--- src/rtl/if_id_stage.sv ---
// Instruction-fetch front end: program counter, IF/ID pipeline register and
// saturating stall/flush debug counters for the 5-stage pipeline.
module if_id_stage #(
   parameter int unsigned          PC_WIDTH    = 32,
   parameter int unsigned          INSTR_WIDTH = 32,
   parameter logic [PC_WIDTH-1:0]  RESET_PC    = '0,
   parameter int unsigned          CNT_WIDTH   = 16
) (
   input  logic                   clk_i,
   input  logic                   rst_i,
   input  logic                   pc_stall_i,
   input  logic                   if_id_stall_i,
   input  logic                   branch_taken_i,
   input  logic [PC_WIDTH-1:0]    branch_target_i,
   input  logic [INSTR_WIDTH-1:0] imem_instr_i,
   output logic [PC_WIDTH-1:0]    imem_addr_o,
   output logic [INSTR_WIDTH-1:0] if_id_instr_o,
   output logic [PC_WIDTH-1:0]    if_id_pc4_o,
   output logic                   if_id_valid_o,
   output logic [CNT_WIDTH-1:0]   stall_cnt_o,
   output logic [CNT_WIDTH-1:0]   flush_cnt_o,
   output logic                   stall_mismatch_o
);

   localparam logic [PC_WIDTH-1:0]  PC_STEP = PC_WIDTH'(4);
   localparam logic [CNT_WIDTH-1:0] CNT_MAX = '1;
   localparam logic [CNT_WIDTH-1:0] CNT_ONE = CNT_WIDTH'(1);

   logic [PC_WIDTH-1:0]    pc_q,        pc_d;
   logic [INSTR_WIDTH-1:0] instr_q,     instr_d;
   logic [PC_WIDTH-1:0]    pc4_q,       pc4_d;
   logic                   valid_q,     valid_d;
   logic [CNT_WIDTH-1:0]   stall_cnt_q, stall_cnt_d;
   logic [CNT_WIDTH-1:0]   flush_cnt_q, flush_cnt_d;
   logic                   mismatch_q,  mismatch_d;
   logic [PC_WIDTH-1:0]    pc_plus4;

   // Per-cycle priority: redirect beats stall beats sequential fetch.
   always_comb begin
      pc_plus4    = pc_q + PC_STEP;
      pc_d        = pc_q;
      instr_d     = instr_q;
      pc4_d       = pc4_q;
      valid_d     = valid_q;
      stall_cnt_d = stall_cnt_q;
      flush_cnt_d = flush_cnt_q;
      mismatch_d  = mismatch_q;

      if (branch_taken_i) begin
         pc_d = branch_target_i;
      end else if (!pc_stall_i) begin
         pc_d = pc_plus4;
      end

      if (branch_taken_i) begin
         instr_d = '0;
         pc4_d   = '0;
         valid_d = 1'b0;
      end else if (!if_id_stall_i) begin
         instr_d = imem_instr_i;
         pc4_d   = pc_plus4;
         valid_d = 1'b1;
      end

      if (branch_taken_i) begin
         if (flush_cnt_q != CNT_MAX) begin
            flush_cnt_d = flush_cnt_q + CNT_ONE;
         end
      end else if (pc_stall_i && (stall_cnt_q != CNT_MAX)) begin
         stall_cnt_d = stall_cnt_q + CNT_ONE;
      end

      // Sticky flag: hazard unit disagreed with itself outside a flush.
      if ((pc_stall_i != if_id_stall_i) && !branch_taken_i) begin
         mismatch_d = 1'b1;
      end
   end

   always_ff @(posedge clk_i or posedge rst_i) begin
      if (rst_i) begin
         pc_q        <= RESET_PC;
         instr_q     <= '0;
         pc4_q       <= '0;
         valid_q     <= 1'b0;
         stall_cnt_q <= '0;
         flush_cnt_q <= '0;
         mismatch_q  <= 1'b0;
      end else begin
         pc_q        <= pc_d;
         instr_q     <= instr_d;
         pc4_q       <= pc4_d;
         valid_q     <= valid_d;
         stall_cnt_q <= stall_cnt_d;
         flush_cnt_q <= flush_cnt_d;
         mismatch_q  <= mismatch_d;
      end
   end

   assign imem_addr_o      = pc_q;
   assign if_id_instr_o    = instr_q;
   assign if_id_pc4_o      = pc4_q;
   assign if_id_valid_o    = valid_q;
   assign stall_cnt_o      = stall_cnt_q;
   assign flush_cnt_o      = flush_cnt_q;
   assign stall_mismatch_o = mismatch_q;

endmodule
--- config.mk ---
export PLATFORM = sky130hd
export DESIGN_NAME = if_id_stage
export DESIGN_NICKNAME = d
export VERILOG_FILES = /design/src/rtl/if_id_stage.sv
export SDC_FILE = /design/constraint.sdc
export NUM_CORES = 1
export LEC_CHECK = 0
export BUFFER_PORTS_ARGS = -buffer_cell sky130_fd_sc_hd__buf_4
export CAP_MARGIN = 40
export CELL_PAD_IN_SITES_DETAIL_PLACEMENT = 1
export CELL_PAD_IN_SITES_GLOBAL_PLACEMENT = 2
export CORE_MARGIN = 10
export CORE_UTILIZATION = 31
export DETAILED_ROUTE_END_ITERATION = 8
export GPL_TIMING_DRIVEN = 0
export PLACE_DENSITY = 0.79
export SYNTH_ARGS = -nofsm -noshare
export SYNTH_HDL_FRONTEND = slang
export SYNTH_SLANG_ARGS = --single-unit
--- constraint.sdc ---
create_clock -name clk_i -period 4 [get_ports clk_i]
set_input_delay 0.2 -clock clk_i [delete_from_list [all_inputs] [get_ports clk_i]]
set_output_delay 0.2 -clock clk_i [all_outputs]
set_load 0.03 [all_outputs]
==> flow_results.org, run 1 <==
** Cells and area
- Once layout is complete, the cells apart from fillers number 1,157.
- Area added between synthesis and finish :: 43.18%
- In the final design database the tool counted 946 nets.
- Antenna diode count :: 0
- Once layout is done, the placed cells without fillers occupy 9090 um2.
- Of the cells placed in the final design, the portion with a size suffix greater than 1 is 28.52%.

** Detailed routing
- Iteration count of the initial detailed-routing pass :: 4
- Dividing the detail-routed wire length by the instance count gives 19.13 um.
- In the routed layout, each cell is associated on average with a via count of 4.755.
- In the routed design, unresolved DRC markers number 0.
- For this block, the via count after detailed routing is 5,502.
- Summed over all layers, the routed wires come to 22.14 mm.
- The count of nets left with antenna violations once routing finished came out at 0.
- First-iteration detailed-routing DRC count :: 207

** Global route
- The number of antenna violations at the first check in global routing is 0.
- Vias in the first global route :: 6,134
- Pin count of the biggest net entering global routing :: 89
- The first global-routing pass estimated 34.93 mm of wire.
- Global routing consumed, over all layers together, 16.50% of the routing resources.
- The total overflow left after global routing is 0.

** Yosys
- Area share of the leading cell type in the synthesized netlist :: 51.24%
- Most common cell in the netlist :: sky130_fd_sc_hd__dfrtp_1
- Cells taking the most area after synthesis :: sky130_fd_sc_hd__dfrtp_1 51%, sky130_fd_sc_hd__xnor2_1 7.6%, sky130_fd_sc_hd__mux2i_1 6.9%
- The share of the Yosys chip area taken by registers is 51.24%.
- Cell Area, Synth :: 6349 um2
- The Yosys step of the flow raised 0 warnings.
- For this run, the leading register cell type out of synthesis is sky130_fd_sc_hd__dfrtp_1.
- Syn Inst Count :: 632
- Post-Synthesis Net Count :: 704
- Post-Synthesis Mean Instance Area :: 10.05 um2
- Fraction of synthesis flops using an asynchronous set or reset pin :: 100.0%
- Total of flip-flops plus latches after synthesis :: 130
- Most frequent cells after synthesis :: 130 x sky130_fd_sc_hd__dfrtp_1, 78 x sky130_fd_sc_hd__nor2_1, 60 x sky130_fd_sc_hd__nand2_1, 55 x sky130_fd_sc_hd__xnor2_1, 44 x sky130_fd_sc_hd__mux2i_1
- Number of synthesized flops with an enable pin :: 0
- The biggest area contributor in the post-synthesis netlist is sky130_fd_sc_hd__dfrtp_1.
- The synthesized netlist contains 42 unique library cells.

** Die
- Die area :: 26,600 um2
- Vertical die dimension :: 163.1 um
- Num ports :: 199
- Starting utilization of the core area :: 31.48%
- Row generation in the floorplan step produced 52 rows.
- The die is 163.1 um wide.
- After floorplanning, the core was sized to cover 20,170 um2.

** Timing
- Setup repair after global routing left no endpoint under its margin.
- Worst path setup slack after routing :: 1.506 ns
- The final count of pins violating max slew was 0.
- Clock tree skew after final layout :: 0.009368 ns
- Transition at the pin with the smallest max-transition slack :: 0.8144 ns
- Timing would allow up to 401.0 MHz.
- Setup violations remaining at the end of the flow were counted as 0.
- Worst slew margin :: 45.20%
- Final clock period utilization by the worst path :: 62.34%
- Clock period minus worst slack :: 2.494 ns
- Final-report hold violation count :: 0

** Clock tree
- Count of hold buffers inserted by post-cts repair :: 24
- The root buffer cell chosen for the clock tree is sky130_fd_sc_hd__clkbuf_16.
- TritonCTS clock tree :: done
- Number of cells upsized or downsized after cts :: 0
- Post-CTS Setup Bufs :: 0
- CTS built an H-tree with a depth of 4.
- Counting along the longest clock path gives a buffer depth of 2.
- Sinks on Clock Net :: 130
- Clock transition at the registers of the reported paths :: 0.06 ns
- Clock tree synthesis inserted a total of 17 buffers.
- Clock latency on the worst-skew pair :: 0.42 ns

** Power and ir drop
- The clock network is responsible for 39.9% of the overall power.
- Total power divided by cell area :: 471.4 nW/um2
- Static leakage :: 0.004219 uW
- Net switching is 32.32% of the power.
- In this run the power spent charging and discharging nets is 1385 uW.
- Largest voltage drop on the vdd net :: 364.1 uV
- The share of total power dissipated in combinational logic is 22.3%.
- The internal power of the cells totals 2900 uW.
- Sequential cells account for 37.8% of the total power.
- Total design power :: 4285 uW

** Setup path
- The startpoint identified for the worst register-to-register timing path is imem_addr_o[2].
- Data arrival, critical path :: 2.83 ns
- Reg-to-reg endpoint :: if_id_pc4_o[16]
- Of all nets on the critical path, the largest fanout is 10.
- Endpoint type of the worst setup path :: register
- Kind of launch point of the worst setup path :: register
- The worst register-to-register path has a depth of 7.
- Type of the worst setup path :: register to register
- For the worst setup path, the data required time is 4.34 ns.
- For flop-to-flop paths, the worst setup slack is 1.51 ns.

** Placed design
- Final estimated routing congestion in global placement :: 0.7837
- Prior to clock tree synthesis, the placed netlist has a worst setup slack of 1.524 ns.
- Placement-stage cell area :: 8209 um2
- Detailed-placement wirelength estimate :: 16.66 mm
- Total instance count after detailed placement :: 1,101
- Buffers placed on the I/O ports in this run total 197.

** Hold path
- The worst hold path belongs to the class primary input to register.
- WHS Endpoint :: imem_addr_o[9]
- Startpoint of the tightest hold check path :: branch_target_i[9]
- The worst hold path passes through 3 cells.

** Run
- Max-cap violations in this run came to 0.

** Run status
- Result of the run :: finished clean
[power groups by stage]
stage | Combinational, uW | Sequential (uW) | Clock [uW]
6_report | 958 | 1620 | 1710
5_1_grt | 1030 | 1640 | 1800
4_1_cts | 976 | 1620 | 1750
3_5_place_dp | 952 | 1640 | 0
3_3_place_gp | 926 | 1630 | 0
2_1_floorplan | 295 | 1870 | 0
[state kept, by name, summed over array words and instances, names as in the netlist]
signal / flops
if_id_instr_o: 32
flush_cnt_o: 16
if_id_pc4_o: 32
stall_mismatch_o: 1
imem_addr_o: 32
if_id_valid_o: 1
stall_cnt_o: 16
[placed cells by master, fill, tap and decap left out, types with 18 or more instances in the layout]
cell type / count
sky130_fd_sc_hd__o21ai_0: 21
sky130_fd_sc_hd__nand4_1: 19
sky130_fd_sc_hd__buf_4: 197
sky130_fd_sc_hd__clkbuf_1: 31
sky130_fd_sc_hd__nor3_1: 18
sky130_fd_sc_hd__xnor2_1: 55
sky130_fd_sc_hd__xor2_1: 27
sky130_fd_sc_hd__mux2i_1: 44
sky130_fd_sc_hd__nor2_1: 78
sky130_fd_sc_hd__dfrtp_1: 130
sky130_fd_sc_hd__nand3_1: 19
sky130_fd_sc_hd__dlygate4sd3_1: 24
sky130_fd_sc_hd__nand2_1: 60
[routing by layer]
layer	routed length, um	track usage, %	share of wire [%]
met5	0	0	0
met4	222	4.180	1.0
met3	1583	5.940	7.2
met2	10740	27.50	49
met1	9587	19.82	43
[how the worst max path moves through the flow]
stage          cells after the start                end            start  slack, ns
6_report                           7    if_id_pc4_o[16]   imem_addr_o[2]       1.51
2_1_floorplan                      1     flush_cnt_o[0]            rst_i       0.33
3_5_place_dp                       7    if_id_pc4_o[16]   imem_addr_o[2]       1.52
4_1_cts                            7    if_id_pc4_o[16]   imem_addr_o[2]       1.50
5_1_grt                            6    if_id_pc4_o[24]  imem_addr_o[15]       1.39
3_3_place_gp                       2  if_id_instr_o[24]            rst_i      -1.32
[per-stage QoR]
stage,hold slack [ns],util [%],TNS (ns)
after global routing,0.01541,45.07,0
after detailed placement,0.2516,40.70,0
after floorplan,0.3210,-,0
after global placement,0.4109,40.48,-170.48
after CTS,0.002580,45.07,0
final,0.01337,45.07,0
[worst max-delay path, cell delays in order, from the launching register on]
cell and delay [ns]:
sky130_fd_sc_hd__dfrtp_1 0.50, sky130_fd_sc_hd__ha_1 0.32, sky130_fd_sc_hd__nand2_1 0.16, sky130_fd_sc_hd__or4_4 0.57, sky130_fd_sc_hd__buf_6 0.17, sky130_fd_sc_hd__or3_1 0.35, sky130_fd_sc_hd__a21o_1 0.22, sky130_fd_sc_hd__a21oi_2 0.13
[area by class of cell]
| cell class | count | area, um2 |
|---|---|---|
| Timing Repair Buffer | 223 | 1758 |
| Buffer | 37 | 156.4 |
| Inverter | 16 | 65.06 |
| Tap cell | 270 | 337.8 |
| Clock buffer | 18 | 439.2 |
| Sequential cell | 130 | 3253 |
| Multi-Input combinational cell | 449 | 2879 |
| Fill cell | 2310 | 11080 |
| Clock inverter | 14 | 201.4 |
[cell families after synthesis]
logic type / count (synthesis) / share of synthesized area [%]
XOR/XNOR: 82 / 11.31
AO/OA/AOI/OAI: 73 / 6.523
AND/OR/NAND/NOR: 244 / 19.45
multiplexers: 47 / 7.469
flip-flops: 130 / 51.24
buffers and inverters: 53 / 3.410
adder cells (fa/ha/maj): 3 / 0.5913
(Power assumes the default switching activity.)
==> run 2, diff against run 1 <==
- clock period: 4 -> 2.3 ns (I/O delays scaled with it)
==> flow_results.org, run 2 (same netlist as run 1, synthesis figures left out) <==
** Run status
- The run finished with clean final reports.

** Hold path
- Along the worst hold path, the cell count comes to 3.
- The path class of the tightest hold or removal check is primary input to register.
- Startpoint of the tightest hold check path :: branch_taken_i
- WHS Endpoint :: if_id_pc4_o[11]

** Global route
- Pin count of the biggest net entering global routing :: 42
- All-layer global routing usage :: 17.50%
- First-pass GRT wire length :: 37.05 mm
- GRT Residual Overflow :: 0
- The number of antenna violations at the first check in global routing was 1.
- The via count of the first global-routing pass was 6,540.

** Clock tree
- Clock transition at the registers of the reported paths :: 0.06 ns
- For the worst-skew pair, the clock arrives at the later sink with an insertion delay of 0.42 ns.
- Clock root buffer master :: sky130_fd_sc_hd__clkbuf_16
- TritonCTS clock tree :: done
- The H-tree generated during clock tree synthesis spans 4 levels.
- Clock tree synthesis inserted a total of 17 buffers.
- Clock Tree Buf Depth :: 2
- The clock drives 130 sinks.

** Detailed routing
- Dividing the detail-routed via count by the number of cells gives 4.827.
- Once detail routing completed, the nets flagged for antenna violations numbered 0.
- The first TritonRoute pass finished after 4 iterations.
- In the final routed layout, each cell accounts on average for 19.37 um.
- Final wirelength :: 23.32 mm
- In the routed design, unresolved DRC markers number 0.
- First-iteration detailed-routing DRC count :: 198
- Detailed routing inserted a total of 5,812 vias.

** Setup path
- In this design, the stage delay of the slowest critical-path cell is 0.56 ns.
- Reg-to-reg endpoint :: if_id_pc4_o[22]
- Buffering stage count on the worst path with inverters included :: 2
- Critical path, cell by cell :: ha_4 > nand2_1 > or4_4 > buf_6 > buf_6 > nor2_1 > xor2_1 > o21a_1
- The kind of cell with the highest combined delay along the critical path is simple AND/OR/NAND/NOR gates.
- Setup crit start :: imem_addr_o[3]
- The slowest stage of the critical path is the sky130_fd_sc_hd__or4_4 cell.
- STA puts the critical path data required time at 2.65 ns.
- Setup slack on the worst reg-to-reg path comes out at 0.13 ns.
- Endpoint type of the worst setup path :: register
- Of all nets on the critical path, the largest fanout is 10.
- Kind of launch point of the worst setup path :: register
- Data arrival, critical path :: 2.52 ns
- In this run the critical register-to-register path is launched from imem_addr_o[3].
- Most prevalent standard cell on the critical path :: sky130_fd_sc_hd__buf_6
- Type of the worst setup path :: register to register
- Worst r2r path cells :: 8

** Die
- The initial utilization of the core area, before any placement, comes to 31.48%.
- The core region is 20,170 um2.
- Die area :: 26,600 um2
- Cell Rows :: 52
- Width of the chip :: 163.1 um
- Vertical die dimension :: 163.1 um
- Num ports :: 199

** Timing
- Clock skew on the completed layout was measured at 0.008702 ns.
- Tightest hold margin :: 0.09010 ns
- Worst slew margin :: 48.83%
- The clock period could shrink to 2.170 ns.
- For the pin with the worst max-slew slack, the measured transition is 0.7606 ns.
- The final critical path takes up 94.36% of the cycle.
- The final count of pins violating max slew was 0.
- Upper clock frequency limit :: 460.8 MHz
- Final-report hold violation count :: 0
- Setup violations remaining at the end of the flow were counted as 0.

** Cells and area
- After filler insertion, the fill cell instance count of the layout stands at 2,271.
- For this run, the number of standard cells in the final layout without fillers is 1,204.
- Compared with the post-synthesis result, the final layout area differs by 50.89%.
- Commonest cells after routing, fill and taps aside :: 205 x sky130_fd_sc_hd__buf_4, 124 x sky130_fd_sc_hd__dfrtp_1, 78 x sky130_fd_sc_hd__nor2_1
- Fraction of final layout cells with drive strength greater than 1 :: 29.37%
- Leaving out fill and tap cells, the most frequent cell in the layout is sky130_fd_sc_hd__buf_4.
- Net count reported at finish :: 992
- In the final layout, the multi-input gates occupy 2909 um2.
- Sequential cell area in the final layout :: 3261 um2
- Post-route design area :: 9579 um2

** Run
- Number of max-cap violations :: 0

** Power and ir drop
- Largest voltage drop on the vdd net :: 567.0 uV
- In this run the power density over the cells is 771.8 nW/um2.
- In this run the static leakage power is 0.004415 uW.

** Placed design
- Once placement finished, the instance area stood at 8243 um2.
- Summed over all nets, the half-perimeter wirelength after detailed placement is 17.47 mm.
- Final estimated routing congestion in global placement :: 0.7956
- Buffers placed on the I/O ports in this run total 197.
- Total instance count after detailed placement :: 1,103
[run 2: cell types whose count changed in the layout (fill, tap and decap cells not counted), sizes merged]
cell	delta
clkinv	+2
buf	+10
clkbuf	-6
bufinv	-1
dlygate4sd3	+41
inv	-1
clkinvlp	+1
diode	+1
[run 2: area by class of cell]
cell class                 count  area share, %
sequential                   130          34.04
buffer                        32          1.437
antenna                        1        0.02612
clock buffer                  17          4.441
tap                          270          3.527
timing repair buffer         274          23.60
multi-input combinational    449          30.37
clock inverter                15          1.894
inverter                      16         0.6661
[run 2: metal layers]
layer  GRT usage [%]  up-vias  share of wire, %
li1                -     2736                 -
met1           20.94     2899                44
met2           29.93      160                50
met3           5.235       17               5.7
met4           4.672        0               1.1
met5               0        -                 0
[run 2: repair_timing]
item,CTS,global route
endpoints found under the hold margin,87,0
pin swaps,0,2
endpoints found under the setup margin,14,24
buffers inserted,3,5
resized for setup,2,8
hold buffers,65,0
[run 2: worst max path at each step]
stage                                 end  slack, ns  depth (start not counted)
after floorplan           if_id_pc4_o[16]       0.08                          7
after global placement     imem_addr_o[2]      -0.55                          2
after detailed placement  if_id_pc4_o[24]      -0.15                          6
after CTS                 if_id_pc4_o[24]       0.01                          7
after global routing      imem_addr_o[21]      -0.01                          8
final                     if_id_pc4_o[22]       0.13                          8
[run 2: where the power goes]
group,leakage (uW),switching [uW],internal [uW]
Combinational,0.00245,1020,730
Sequential,0.00167,310,2520
Clock,0.000294,1100,1720
Total,0.00441,2430,4970
[run 2: worst register-to-register path, cell delays in order (launching register included)]
cell,delay (ns)
sky130_fd_sc_hd__dfrtp_2,0.42
sky130_fd_sc_hd__ha_4,0.18
sky130_fd_sc_hd__nand2_1,0.11
sky130_fd_sc_hd__or4_4,0.56
sky130_fd_sc_hd__buf_6,0.17
sky130_fd_sc_hd__buf_6,0.16
sky130_fd_sc_hd__nor2_1,0.14
sky130_fd_sc_hd__xor2_1,0.22
sky130_fd_sc_hd__o21a_1,0.14
[run 2: metrics by stage]
stage               TNS [ns]  util (%)  setup WS (ns)  total power [uW]
global route        -0.02738     47.49       -0.01434              7750
finish                     0     47.49         0.1297              7393
detailed placement   -0.5506     40.87        -0.1525              4517
CTS                        0     47.23       0.009719              7482
floorplan                  0         -        0.08196              3761
global placement      -44.54     40.51        -0.5471              4442
==> run 3, diff against run 2 <==
- GPL_TIMING_DRIVEN: 0 -> not set
==> flow_results.org, run 3 (same netlist as run 1, synthesis figures left out) <==
** Run status
- Result of the run :: finished clean

** Detailed routing
- In this run, the number of DRC markers left after iteration 0 of detailed routing was 277.
- Before antenna repair, the detailed router went through 4 iterations.
- Antenna viol nets, final :: 0
- The final layout contains routed wiring with a total length of 22.34 mm.
- Overall via count from detail_route :: 5,670
- Dividing the detail-routed via count by the number of cells gives 4.761.
- Detail-routed net length per standard cell :: 18.76 um
- Residual DRC :: 0

** Hold path
- Hold depth :: 3
- The path class of the tightest hold or removal check is primary input to register.

** Die
- Num ports :: 199
- Die area :: 26,600 um2
- The floorplan has 52 rows.
- Area of the core :: 20,170 um2
- Vertical die dimension :: 163.1 um
- The die is 163.1 um wide.
- Starting utilization of the core area :: 31.48%

** Setup path
- On the critical path, the stage with the largest delay is an instance of sky130_fd_sc_hd__or4_4.
- Along the worst path, the maximum fanout reaches 21.
- STA classifies the critical path endpoint as a register.
- The largest single stage delay on the critical path is 0.69 ns.
- For the worst setup path, the data arrival time is 2.52 ns.
- The setup check on the worst reg-to-reg path leaves a slack of 0.12 ns.
- Data required, critical path :: 2.64 ns
- Kind of launch point of the worst setup path :: register
- Traced cell by cell, the critical path runs through ha_1 > nand2_1 > or4_4 > or3_1 > a21o_1 > a21oi_1.
- Type of the worst setup path :: register to register
- For the worst flop-to-flop path, the logic depth is 6.

** Global route
- GRT Residual Overflow :: 0
- Entering global routing, the biggest net connects 131 pins.
- The number of antenna violations at the first check in global routing came to 3.
- Global routing consumed, over all layers together, 16.92% of the routing resources.
- Vias in the first global route :: 6,352
- First-pass GRT wire length :: 35.89 mm

** Cells and area
- In the final layout, the share of cells above drive strength 1 is 30.39%.
- Area added between synthesis and finish :: 49.35%
- Leading cell type in the layout, fill and taps excluded :: sky130_fd_sc_hd__buf_4
- For this run, the post-layout net count is 977.
- Commonest cells after routing, fill and taps aside :: 224 x sky130_fd_sc_hd__buf_4, 128 x sky130_fd_sc_hd__dfrtp_1, 78 x sky130_fd_sc_hd__nor2_1

** Clock tree
- Clock latency on the worst-skew pair :: 0.42 ns
- The longest clock path from root to sink contains 2 buffers.
- # H-tree levels :: 4
- Clock transition at the registers of the reported paths :: 0.06 ns
- Buffers inserted during clock tree synthesis total 17.
- The root buffer cell chosen for the clock tree is sky130_fd_sc_hd__clkbuf_16.
- TritonCTS built the clock tree.
- Sinks on Clock Net :: 130

** Timing
- Upper clock frequency limit :: 459.3 MHz
- In this run the tightest slew margin relative to its limit is 51.83%.
- Transition at the pin with the smallest max-transition slack :: 0.7225 ns
- The hold violation count in the final report was 0.
- Pins over their slew limit :: 0
- Final clock period utilization by the worst path :: 94.66%
- Clock tree skew after final layout :: 0.007675 ns
- Setup repair after global routing missed its margin :: false
- Final setup viols :: 0
- Clock period minus worst slack :: 2.177 ns
- Tightest hold margin :: 0.1463 ns
- Final setup TNS :: 0 ns

** Power and ir drop
- Power share of the sequential group :: 39.2%
- IR analysis of the VDD net gives a maximum drop of 540.7 uV.
- Switching power total :: 2398 uW
- Clock network fraction of design power :: 36.2%
- Net switching is 33.56% of the power.
- Static leakage :: 0.004416 uW
- For this design the ratio of total power to cell area is 753.7 nW/um2.
- Per report_power, the combinational group accounts for 24.6% of the total.
- The internal power of the cells totals 4748 uW.

** Placed design
- Final estimated routing congestion in global placement :: 0.8065
- Total of buffers placed on input and output ports :: 198
- Detailed-placement wirelength estimate :: 15.77 mm

** Run
- The tool flagged a number of max-cap violations equal to 0.
-- run 3: critical path: cells and delay by family (launching register included) --
kind,cells,cell delay (ns)
and+or+nand+nor,3,1.19
AOI/OAI and AO/OA,2,0.32
adders and majority gates,1,0.18
DFF,1,0.40
-- run 3: what timing repair did --
| item | CTS | global route |
|---|---|---|
| endpoints found under the hold margin | 194 | 0 |
| hold buffers | 65 | 0 |
| buffers inserted | 0 | 0 |
| resized for setup | 0 | 1 |
| endpoints found under the setup margin | 0 | 5 |
-- run 3: worst paths after layout --
kind / startpoint / to
min: branch_taken_i / imem_addr_o[25]
min reg2reg: stall_mismatch_o / stall_mismatch_o
min in group asynchronous: rst_i / flush_cnt_o[14]
max: imem_addr_o[3] / if_id_pc4_o[18]
max in group asynchronous: rst_i / imem_addr_o[3]
max reg2reg: imem_addr_o[3] / if_id_pc4_o[18]
-- run 3: stage by stage --
stage          util (%)  setup slack, ns  total power [uW]  instance area [um2]  instances
5_1_grt           47.01          0.01243              7497                 9482       1191
3_3_place_gp      40.94           0.1828              4469                 8258       1091
3_5_place_dp      40.94           0.1172              4529                 8258       1091
2_1_floorplan         -          0.08196              3761                 6355        632
4_1_cts           46.94           0.1098              7233                 9468       1188
6_report          47.01           0.1229              7146                 9482       1191
-- run 3: area by class of cell --
cell class / instances / area, um2
fill: 2277 / 10690
sequential: 130 / 3256
multi-input combinational: 449 / 2885
timing repair buffer: 291 / 2372
clock buffer: 17 / 425.4
tap: 270 / 337.8
clock inverter: 15 / 133.9
inverter: 16 / 63.81
antenna: 3 / 7.507
-- run 3: layer usage --
metal / up-vias / global-route usage (%) / routed length [um]
met5: - / 0 / 0
met2: 159 / 28.05 / 10730
li1: 2696 / - / -
met3: 22 / 5.990 / 1607
met1: 2793 / 20.27 / 9671
met4: 0 / 4.877 / 335
-- run 3: power groups by stage --
stage / clock (uW) / combinational, uW / sequential, uW
final: 2580 / 1760 / 2800
after global routing: 2750 / 1900 / 2850
after CTS: 2650 / 1790 / 2800
after detailed placement: 0 / 1690 / 2840
after global placement: 0 / 1660 / 2810
after floorplan: 0 / 513 / 3250
